[src/rtl/key_number_entry.sv]
// Front-panel decimal entry: debounced keys, BCD digit editing,
// BCD-to-binary conversion and a valid/ready hand-off to the core.
module key_number_entry #(
  parameter int DEBOUNCE_CYCLES = 1000000,
  parameter int NUM_DIGITS      = 4,
  parameter int DATA_W          = 16
) (
  input  logic                    clk,
  input  logic                    rst_n,
  input  logic [3:0]              key,
  input  logic [3:0]              sw,
  output logic [4*NUM_DIGITS-1:0] bcd,
  output logic [2:0]              digit_count,
  output logic                    busy,
  output logic                    entry_err,
  output logic                    out_valid,
  output logic [DATA_W-1:0]       out_data,
  input  logic                    out_ready
);

  localparam int CNT_W = $clog2(DEBOUNCE_CYCLES + 1);
  localparam int BW    = 4 * NUM_DIGITS;
  localparam int IDX_W = (NUM_DIGITS > 1) ? $clog2(NUM_DIGITS) : 1;

  typedef enum logic [1:0] {
    IDLE,
    CONVERT,
    VALID
  } state_e;

  logic [3:0]       sync1_q, sync2_q;
  logic [3:0]       db_q, db_d;
  logic [CNT_W-1:0] cnt_q [4];
  logic [CNT_W-1:0] cnt_d [4];
  logic [3:0]       press;

  state_e           state_q, state_d;
  logic [BW-1:0]    bcd_q, bcd_d;
  logic [2:0]       count_q, count_d;
  logic             err_q, err_d;
  logic [DATA_W-1:0] acc_q, acc_d;
  logic [DATA_W-1:0] data_q, data_d;
  logic [IDX_W-1:0] idx_q, idx_d;
  logic [3:0]       dig;

  // A level flips only after DEBOUNCE_CYCLES differing samples in a row
  always_comb begin
    db_d = db_q;
    for (int k = 0; k < 4; k++) begin
      cnt_d[k] = '0;
      if (sync2_q[k] != db_q[k]) begin
        if (cnt_q[k] == CNT_W'(DEBOUNCE_CYCLES - 1))
          db_d[k] = sync2_q[k];
        else
          cnt_d[k] = cnt_q[k] + CNT_W'(1);
      end
    end
  end

  assign press = db_q & ~db_d;

  always_ff @(posedge clk or negedge rst_n) begin
    if (!rst_n) begin
      sync1_q <= 4'hF;
      sync2_q <= 4'hF;
      db_q    <= 4'hF;
      for (int k = 0; k < 4; k++)
        cnt_q[k] <= '0;
    end else begin
      sync1_q <= key;
      sync2_q <= sync1_q;
      db_q    <= db_d;
      for (int k = 0; k < 4; k++)
        cnt_q[k] <= cnt_d[k];
    end
  end

  assign dig = bcd_q[{idx_q, 2'b00} +: 4];

  always_comb begin
    state_d = state_q;
    bcd_d   = bcd_q;
    count_d = count_q;
    err_d   = err_q;
    acc_d   = acc_q;
    data_d  = data_q;
    idx_d   = idx_q;
    unique case (state_q)
      IDLE: begin
        // Simultaneous events: clear > submit > backspace > enter
        if (press[2]) begin
          bcd_d   = '0;
          count_d = '0;
          err_d   = 1'b0;
        end else if (press[3]) begin
          if (count_q == 3'd0) begin
            err_d = 1'b1;
          end else begin
            err_d   = 1'b0;
            state_d = CONVERT;
            acc_d   = '0;
            idx_d   = IDX_W'(NUM_DIGITS - 1);
          end
        end else if (press[1]) begin
          if (count_q != 3'd0) begin
            bcd_d   = {4'h0, bcd_q[BW-1:4]};
            count_d = count_q - 3'd1;
            err_d   = 1'b0;
          end
        end else if (press[0]) begin
          if (sw > 4'd9 || count_q == 3'(NUM_DIGITS)) begin
            err_d = 1'b1;
          end else begin
            bcd_d   = {bcd_q[BW-5:0], sw};
            count_d = count_q + 3'd1;
            err_d   = 1'b0;
          end
        end
      end
      CONVERT: begin
        acc_d = acc_q * DATA_W'(10) + DATA_W'(dig);
        idx_d = idx_q - IDX_W'(1);
        if (idx_q == '0) begin
          data_d  = acc_d;
          state_d = VALID;
        end
      end
      VALID: begin
        if (out_ready) begin
          bcd_d   = '0;
          count_d = '0;
          state_d = IDLE;
        end
      end
      default: state_d = IDLE;
    endcase
  end

  always_ff @(posedge clk or negedge rst_n) begin
    if (!rst_n) begin
      state_q <= IDLE;
      bcd_q   <= '0;
      count_q <= '0;
      err_q   <= 1'b0;
      acc_q   <= '0;
      data_q  <= '0;
      idx_q   <= '0;
    end else begin
      state_q <= state_d;
      bcd_q   <= bcd_d;
      count_q <= count_d;
      err_q   <= err_d;
      acc_q   <= acc_d;
      data_q  <= data_d;
      idx_q   <= idx_d;
    end
  end

  assign bcd         = bcd_q;
  assign digit_count = count_q;
  assign entry_err   = err_q;
  assign busy        = (state_q != IDLE);
  assign out_valid   = (state_q == VALID);
  assign out_data    = data_q;

endmodule

[config.mk]
export PLATFORM = sky130hd
export DESIGN_NAME = key_number_entry
export DESIGN_NICKNAME = d
export VERILOG_FILES = /design/src/rtl/key_number_entry.sv
export SDC_FILE = /design/constraint.sdc
export NUM_CORES = 1
export LEC_CHECK = 0
export ABC_AREA = 1
export CELL_PAD_IN_SITES_DETAIL_PLACEMENT = 0
export CELL_PAD_IN_SITES_GLOBAL_PLACEMENT = 1
export CORE_AREA = 3 3 142 144
export DETAILED_ROUTE_END_ITERATION = 10
export DIE_AREA = 0 0 145 147
export PLACE_DENSITY_LB_ADDON = 0.05
export SYNTH_ARGS = -nofsm -noshare
export SYNTH_HDL_FRONTEND = slang
export SYNTH_SLANG_ARGS = --single-unit
[constraint.sdc]
create_clock -name clk -period 3.3 [get_ports clk]
set_input_delay 0.66 -clock clk [delete_from_list [all_inputs] [get_ports clk]]
set_output_delay 0.66 -clock clk [all_outputs]
set_load 0.05 [all_outputs]
==> results of run 1 <==
-- per-stage QoR --
stage | power [mW] | util, % | setup WS, ps | area [sq um] | hold slack, ps
after floorplan | 1.998 | - | 692.9 | 8479 | 345.2
after global placement | 2.103 | 49.06 | 493.6 | 9239 | 346.7
after detailed placement | 2.104 | 49.06 | 419.7 | 9239 | 348.9
after CTS | 4.090 | 52.18 | 398.3 | 9826 | 219.6
after global routing | 4.200 | 52.20 | 10.92 | 9829 | 221.6
final | 4.033 | 52.20 | 399.7 | 9829 | 188.3
-- cell families (layout without fill, tap and decap cells) --
| logic type | count (synthesis) | count (layout) |
|---|---|---|
| XOR/XNOR | 39 | 39 |
| AO/OA/AOI/OAI | 116 | 116 |
| flip-flops | 147 | 147 |
| adder cells (fa/ha/maj) | 34 | 34 |
| buffers and inverters | 164 | 234 |
| AND/OR/NAND/NOR | 592 | 592 |
-- area by class of cell --
type	count	area share, %
Multi-Input combinational cell	781	41.85
Clock inverter	9	1.349
Sequential cell	147	37.58
Tap cell	260	3.310
Clock buffer	22	4.621
Timing Repair Buffer	56	5.639
Inverter	147	5.652
-- final timing paths --
check	to	slack, ps	depth (start not counted)
max	out_data[14]$_DFFE_PN0P_	400	14
min	cnt_q[75]$_DFF_PN0_	190	1
max reg2reg	out_data[14]$_DFFE_PN0P_	400	14
min reg2reg	sync2_q[0]$_DFF_PN1_	360	0
max in group asynchronous	db_q[1]$_DFF_PN1_	2300	2
min in group clk	sync2_q[0]$_DFF_PN1_	360	0
-- metal layers --
| layer | GRT usage [%] | vias up | share of wire [%] |
|---|---|---|---|
| li1 | - | 3656 | - |
| met1 | 25.47 | 3244 | 49 |
| met2 | 30.94 | 97 | 47 |
| met3 | 4.411 | 18 | 3.3 |
| met4 | 4.846 | 0 | 1.1 |
| met5 | 0 | - | 0 |
-- power by group --
group          switching, mW  internal, mW  leakage [nW]  total (mW)
registers             0.0258          1.83          1.99        1.86
clock network          0.762          1.20         0.280        1.97
logic                  0.141        0.0653          2.43       0.207
total                  0.929          3.10          4.70        4.03
-- sequential cells by signal, summed over array words and instances, names as in the netlist --
signal	count
acc_q	15
db_q	4
sync1_q	4
idx_q	2
state_q	2
sync2_q	4
out_data	16
digit_count	3
entry_err	1
cnt_q	80
bcd	16
-- placed cells by master, fill, tap and decap left out, drive strengths merged, types with 22 or more instances in the layout --
| cell type | n |
|---|---|
| a21oi | 50 |
| clkbuf | 22 |
| clkdlybuf4s50 | 47 |
| dfrtp | 135 |
| ha | 31 |
| inv | 145 |
| nand2 | 271 |
| nand3 | 79 |
| nand4 | 44 |
| nor2 | 151 |
| nor3 | 29 |
| o21ai | 52 |
| xor2 | 27 |
-- worst max-delay path, cell delays in order, from the launching register on --
cell	delay, ps
dfrtp_1	430
ha_1	320
ha_1	250
inv_1	80
fa_1	450
nor2_1	160
nand4_1	90
nand2_1	110
nand3_1	120
nor2_1	240
nand3_1	140
nor2_1	140
nand3_1	110
nand3_1	90
nand2_1	50
==> summary.md, run 1 <==
| Metric | Value |
|---|---|
| Clock root cell | `clkbuf_16` |
| First-pass GRT wire length | `approximately 33 mm` |
| Largest net degree at the start of global routing | `60` |
| Leakage | `approximately 4.7 nW` |
| Initial antenna violation count | `0` |
| Gr usage total | `18.88%` |
| Final WL | `between 15 and 20 mm` |
| Post-synthesis sequential area ratio | `roughly 44%` |
| Layout cells sized above 1 | `7.487%` |
| Sum of negative setup slack | `0 ps` |
| 1st-iter DRT viols | `318` |
| Final setup viols | `0` |
| TritonCTS clock tree | `yes` |
| Wirelength per Cell | `~14 um` |
| Chip height | `about 150 um` |
| Post-route minimum period | `slightly below 3000 ps` |
| Post-synthesis area per instance | `between 7 and 8 sq um` |
| RSZ-0062 raised after global routing | `false` |
| # resized after CTS | `0` |
| Critical path endpoint category | `flop` |
| Post-Synth Simple-Gate Area | `32.02%` |
| ANT cells | `0` |
| Cell count after synthesis | `approximately 1100` |
| Initial Utilization | `45.03%` |
| Synth Area in Compound Gates | `~7.2%` |
| Worst flop-to-flop path startpoint | `acc_q[1]$_DFFE_PN0P_` |
| Crit Path Category | `reg -> reg` |
| Post-synthesis async set-or-reset flop share | `100.0%` |
| Rows | `50` |
| Synth Flop Type | `dfrtp_1` |
| Largest area contributor in the netlist | `dfrtp_1` |
| PD cells | `slightly above 400 nW/um^2` |
| Status | `complete, no violations` |
| Multi-input logic area | `roughly 4100 sq um` |
| Vias in the first global route | `between 6000 and 7000` |
| Area Growth Syn to Fin | `15.92%` |
| Boundary pin count | `between 40 and 50` |
| Maximum fanout along the worst path | `4` |
| Hold Violations, Final | `0` |
| Net count after synthesis | `roughly 1100` |
| Library cells used by synthesis | `46` |
| Placed Cells | `around 1400` |
| Area contributors post-synth | `dfrtp_1, nand2_1, nor2_1` |
| CTS H-tree lvls | `4` |
| Worst-Skew Late Latency | `about 430 ps` |
| Vias | `roughly 7000` |
| Worst Setup SP | `acc_q[1]$_DFFE_PN0P_` |
| CTS clk-pin slew, worst paths | `about 60 ps` |
| Worst Clk Skew | `roughly 11 ps` |
| Die X | `145 um` |
| Yosys warns | `0` |
| Final non-filler cell total | `~1400` |
| IO Port Bufs | `48` |
| Tcrit/Tclk final | `approximately 88%` |
| HP Class | `in -> async` |
| Final Max Tran Viols | `0` |
| Largest family of logic cells by synthesized area | `simple AND/OR/NAND/NOR gates` |
| Post CTS Setup Buffer Count | `0` |
| Final nets | `about 1200` |
| Leading cell type by number of instances after synthesis | `nand2_1` |
| Slew of the pin with the lowest slew margin | `roughly 800 ps` |
| Fill cells | `1838` |
| Worst endpoint required time | `about 3600 ps` |
| Core Box Area | `approximately 19000 sq um` |
| Sequential cell area | `between 3000 and 4000 sq um` |
| Post-synth top area share | `between 30% and 40%` |
| Post-DRT Antenna Nets | `0` |
| Peak supply drop | `about 320 uV` |
| Post-Synth Adder-Cell Area | `roughly 5.3%` |
| TritonCTS Buffers | `17` |
| Synth Area in XOR/XNOR | `4.028%` |
| Congestion Overflow GR | `0` |
| Mux cell area share after synthesis | `0%` |
| Crit path DAT | `between 3000 and 4000 ps` |
| Max_slew headroom | `roughly 47%` |
| HPWL Detailed | `14.32 mm` |
| Placer Congestion | `around 0.84` |
| Worst Setup Start Kind | `flop` |
| Die area | `21320 sq um` |
| Mapped Area | `8479 sq um` |
| # hold bufs at CTS | `0` |
| Clock sinks | `about 150` |
| Yosys reg bits | `roughly 150` |
| Synth cell count leaders | `nand2_1, nor2_1, inv_1` |
| Post-synth EDFFs | `0` |
| Max-Cap Viols | `0` |
| Drt drc | `0` |
| Routed vias/inst | `around 4.9` |
| Clock Path Buffers | `2` |
| Pre-Repair DR Iteration Count | `5` |
| Max Clk Rate | `0.3448 GHz` |
No activity file was read; power rests on OpenSTA's default activity.
==> run 2: changes to the inputs <==
Settings changed: CORE_AREA 3 3 142 144 to 3 3 140 142, CTS_BUF_LIST from default to sky130_fd_sc_hd__clkbuf_2 sky130_fd_sc_hd__clkbuf_4 sky130_fd_sc_hd__clkbuf_8, DIE_AREA 0 0 145 147 to 0 0 143 145.
==> run 2 against run 1 <==
Cell area decreased by 2.0%. Clock power decreased by 20%. Non-clock buffer count decreased by 2. Setup slack improved by 0.88 ps. Largest cell class unchanged.
==> summary.md, run 2 (synthesis gave the netlist of run 1 again) <==
| Metric | Value |
|---|---|
| Status | `complete, no violations` |
| Final WL | `~20 mm` |
| TritonCTS Buffers | `17` |
| Boundary pin count | `between 40 and 50` |
| Core Box Area | `18580 sq um` |
| Clock Path Buffers | `2` |
| Crit path DAT | `3240 ps` |
| CTS H-tree lvls | `4` |
| Hold Slack | `~180 ps` |
| Worst endpoint required time | `between 3000 and 4000 ps` |
| GRT met3 Usage | `3.230%` |
| Clock sinks | `roughly 150` |
| Max Clk Rate | `0.3449 GHz` |
| Commonest non-fill, non-tap cell in the layout | `nand2_1` |
| PD cells | `377.9 nW/um^2` |
| Tot Pwr | `approximately 3.6 mW` |
| Worst Clk Skew | `about 14 ps` |
| Placed Cells | `between 1000 and 1500` |
| Wirelength per Cell | `between 10 and 15 um` |
| Post-DRT Antenna Nets | `0` |
| Die area | `20740 sq um` |
| Largest Register | `cnt_q` |
| CTS clk-pin slew, worst paths | `~90 ps` |
| # hold bufs at CTS | `0` |
| Area Growth Syn to Fin | `13.62%` |
| Maximum fanout along the worst path | `10` |
| Met1 Use GR | `between 20 and 30%` |
| IO Port Bufs | `48` |
| Gr usage total | `between 10% and 20%` |
| Global-route track usage on met2 | `about a third` |
| HP Class | `in -> async` |
| Die X | `around 140 um` |
| Slew of the pin with the lowest slew margin | `about 840 ps` |
| ANT cells | `0` |
| Rows | `50` |
| Pre-Repair DR Iteration Count | `5` |
| Clock root cell | `clkbuf_8` |
| Number of flip-flops under the largest register name | `80` |
| Final setup viols | `0` |
| Final non-filler cell total | `1395` |
| Post-route minimum period | `slightly below 3000 ps` |
| Worst Setup Start Kind | `flop` |
| Peak supply drop | `~260 uV` |
| Fill cells | `between 1500 and 2000` |
| TritonCTS clock tree | `yes` |
| Routed vias/inst | `slightly above 5` |
| Worst-Skew Late Latency | `between 400 and 500 ps` |
| Placed inst area | `9191 sq um` |
| Final nets | `1193` |
| 1st-iter DRT viols | `~320` |
| Most frequent cells in the layout | `nand2_1, nor2_1, inv_1, dfrtp_1, nand3_1` |
| Critical path endpoint category | `flop` |
| Largest net degree at the start of global routing | `65` |
| Leakage | `4.624 nW` |
| Final Max Tran Viols | `0` |
| First-pass GRT wire length | `33.72 mm` |
| Placer Congestion | `between 0.8 and 0.9` |
| Vias | `7018` |
| Hold Violations, Final | `0` |
| Layout cells sized above 1 | `7.666%` |
| Post CTS Setup Buffer Count | `0` |
| RSZ-0062 raised after global routing | `false` |
| Chip height | `145 um` |
| Final instance area | `between 9000 and 10000 sq um` |
| # resized after CTS | `0` |
| Congestion Overflow GR | `0` |
| Initial Utilization | `45.64%` |
| Busiest grt layer | `met2` |
| Max-Cap Viols | `0` |
| Vias in the first global route | `slightly below 7000` |
| HPWL Detailed | `between 10 and 15 mm` |
| Max_slew headroom | `a little over two fifths` |
| Sum of negative setup slack | `0 ps` |
| Drt drc | `0` |
| Initial antenna violation count | `0` |
| Crit Path Category | `reg -> reg` |
| Tcrit/Tclk final | `between 80 and 90%` |
==> run 2: cell count changes in the layout (fill, tap and decap cells not counted) <==
cell        delta
clkinv_1       +1
clkbuf_1       -4
clkbuf_16     -17
clkinv_4       -1
clkbuf_8      +20
clkinv_2       -2
inv_6          +2
clkinvlp_4     +1
clkbuf_4       +1
buf_4          -2
==> run 2: worst max-delay path, cell delays in order (launching register included) <==
cell and delay, ps:
dfrtp_1 490, clkinv_1 280, o21ai_0 230, o22ai_1 100, ha_1 380, nand2_1 70
nand2_1 90, nand3_1 90, nor2_1 180, nand2_1 80, nor2_1 150, nand3_1 110
nor2_1 250, nand4_1 160, nand3_1 100, nand2_1 50
==> run 2: power by group <==
group | internal, mW | switching (mW)
registers | 1.83 | 0.0267
logic | 0.0653 | 0.141
clock network | 0.844 | 0.734
total | 2.74 | 0.901
==> run 2: worst paths after layout <==
kind,from,endpoint,slack (ps),depth (start not counted)
setup / recovery,idx_q[0]$_DFFE_PN0P_,acc_q[13]$_DFFE_PN0P_,400,15
hold / removal,rst_n,cnt_q[76]$_DFF_PN0_,180,1
setup reg to reg,idx_q[0]$_DFFE_PN0P_,acc_q[13]$_DFFE_PN0P_,400,15
hold reg to reg,sync1_q[1]$_DFF_PN1_,sync2_q[1]$_DFF_PN1_,360,0
max in group asynchronous,rst_n,db_q[1]$_DFF_PN1_,2310,2
min in group clk,sync1_q[1]$_DFF_PN1_,sync2_q[1]$_DFF_PN1_,360,0
==> run 2: cell type report <==
type | count | area [sq um] | area share, %
Sequential cell | 147 | 3694 | 38.34
Inverter | 147 | 551.8 | 5.727
Clock buffer | 22 | 296.5 | 3.078
Clock inverter | 10 | 146.4 | 1.519
Tap cell | 234 | 292.8 | 3.039
Multi-Input combinational cell | 781 | 4114 | 42.70
Timing Repair Buffer | 54 | 539.3 | 5.597
==> run 2: layer usage <==
metal	up-vias	wire length, um
met2	95	9366
li1	3645	-
met5	-	0
met4	0	238
met1	3258	9826
met3	20	510
==> run 2: through the flow <==
step / setup WS [ps] / util [%]
2_1_floorplan: 692.9 / -
3_3_place_gp: 492.0 / 49.47
3_5_place_dp: 440.9 / 49.47
4_1_cts: 418.1 / 51.85
5_1_grt: 20.11 / 51.85
6_report: 400.6 / 51.85
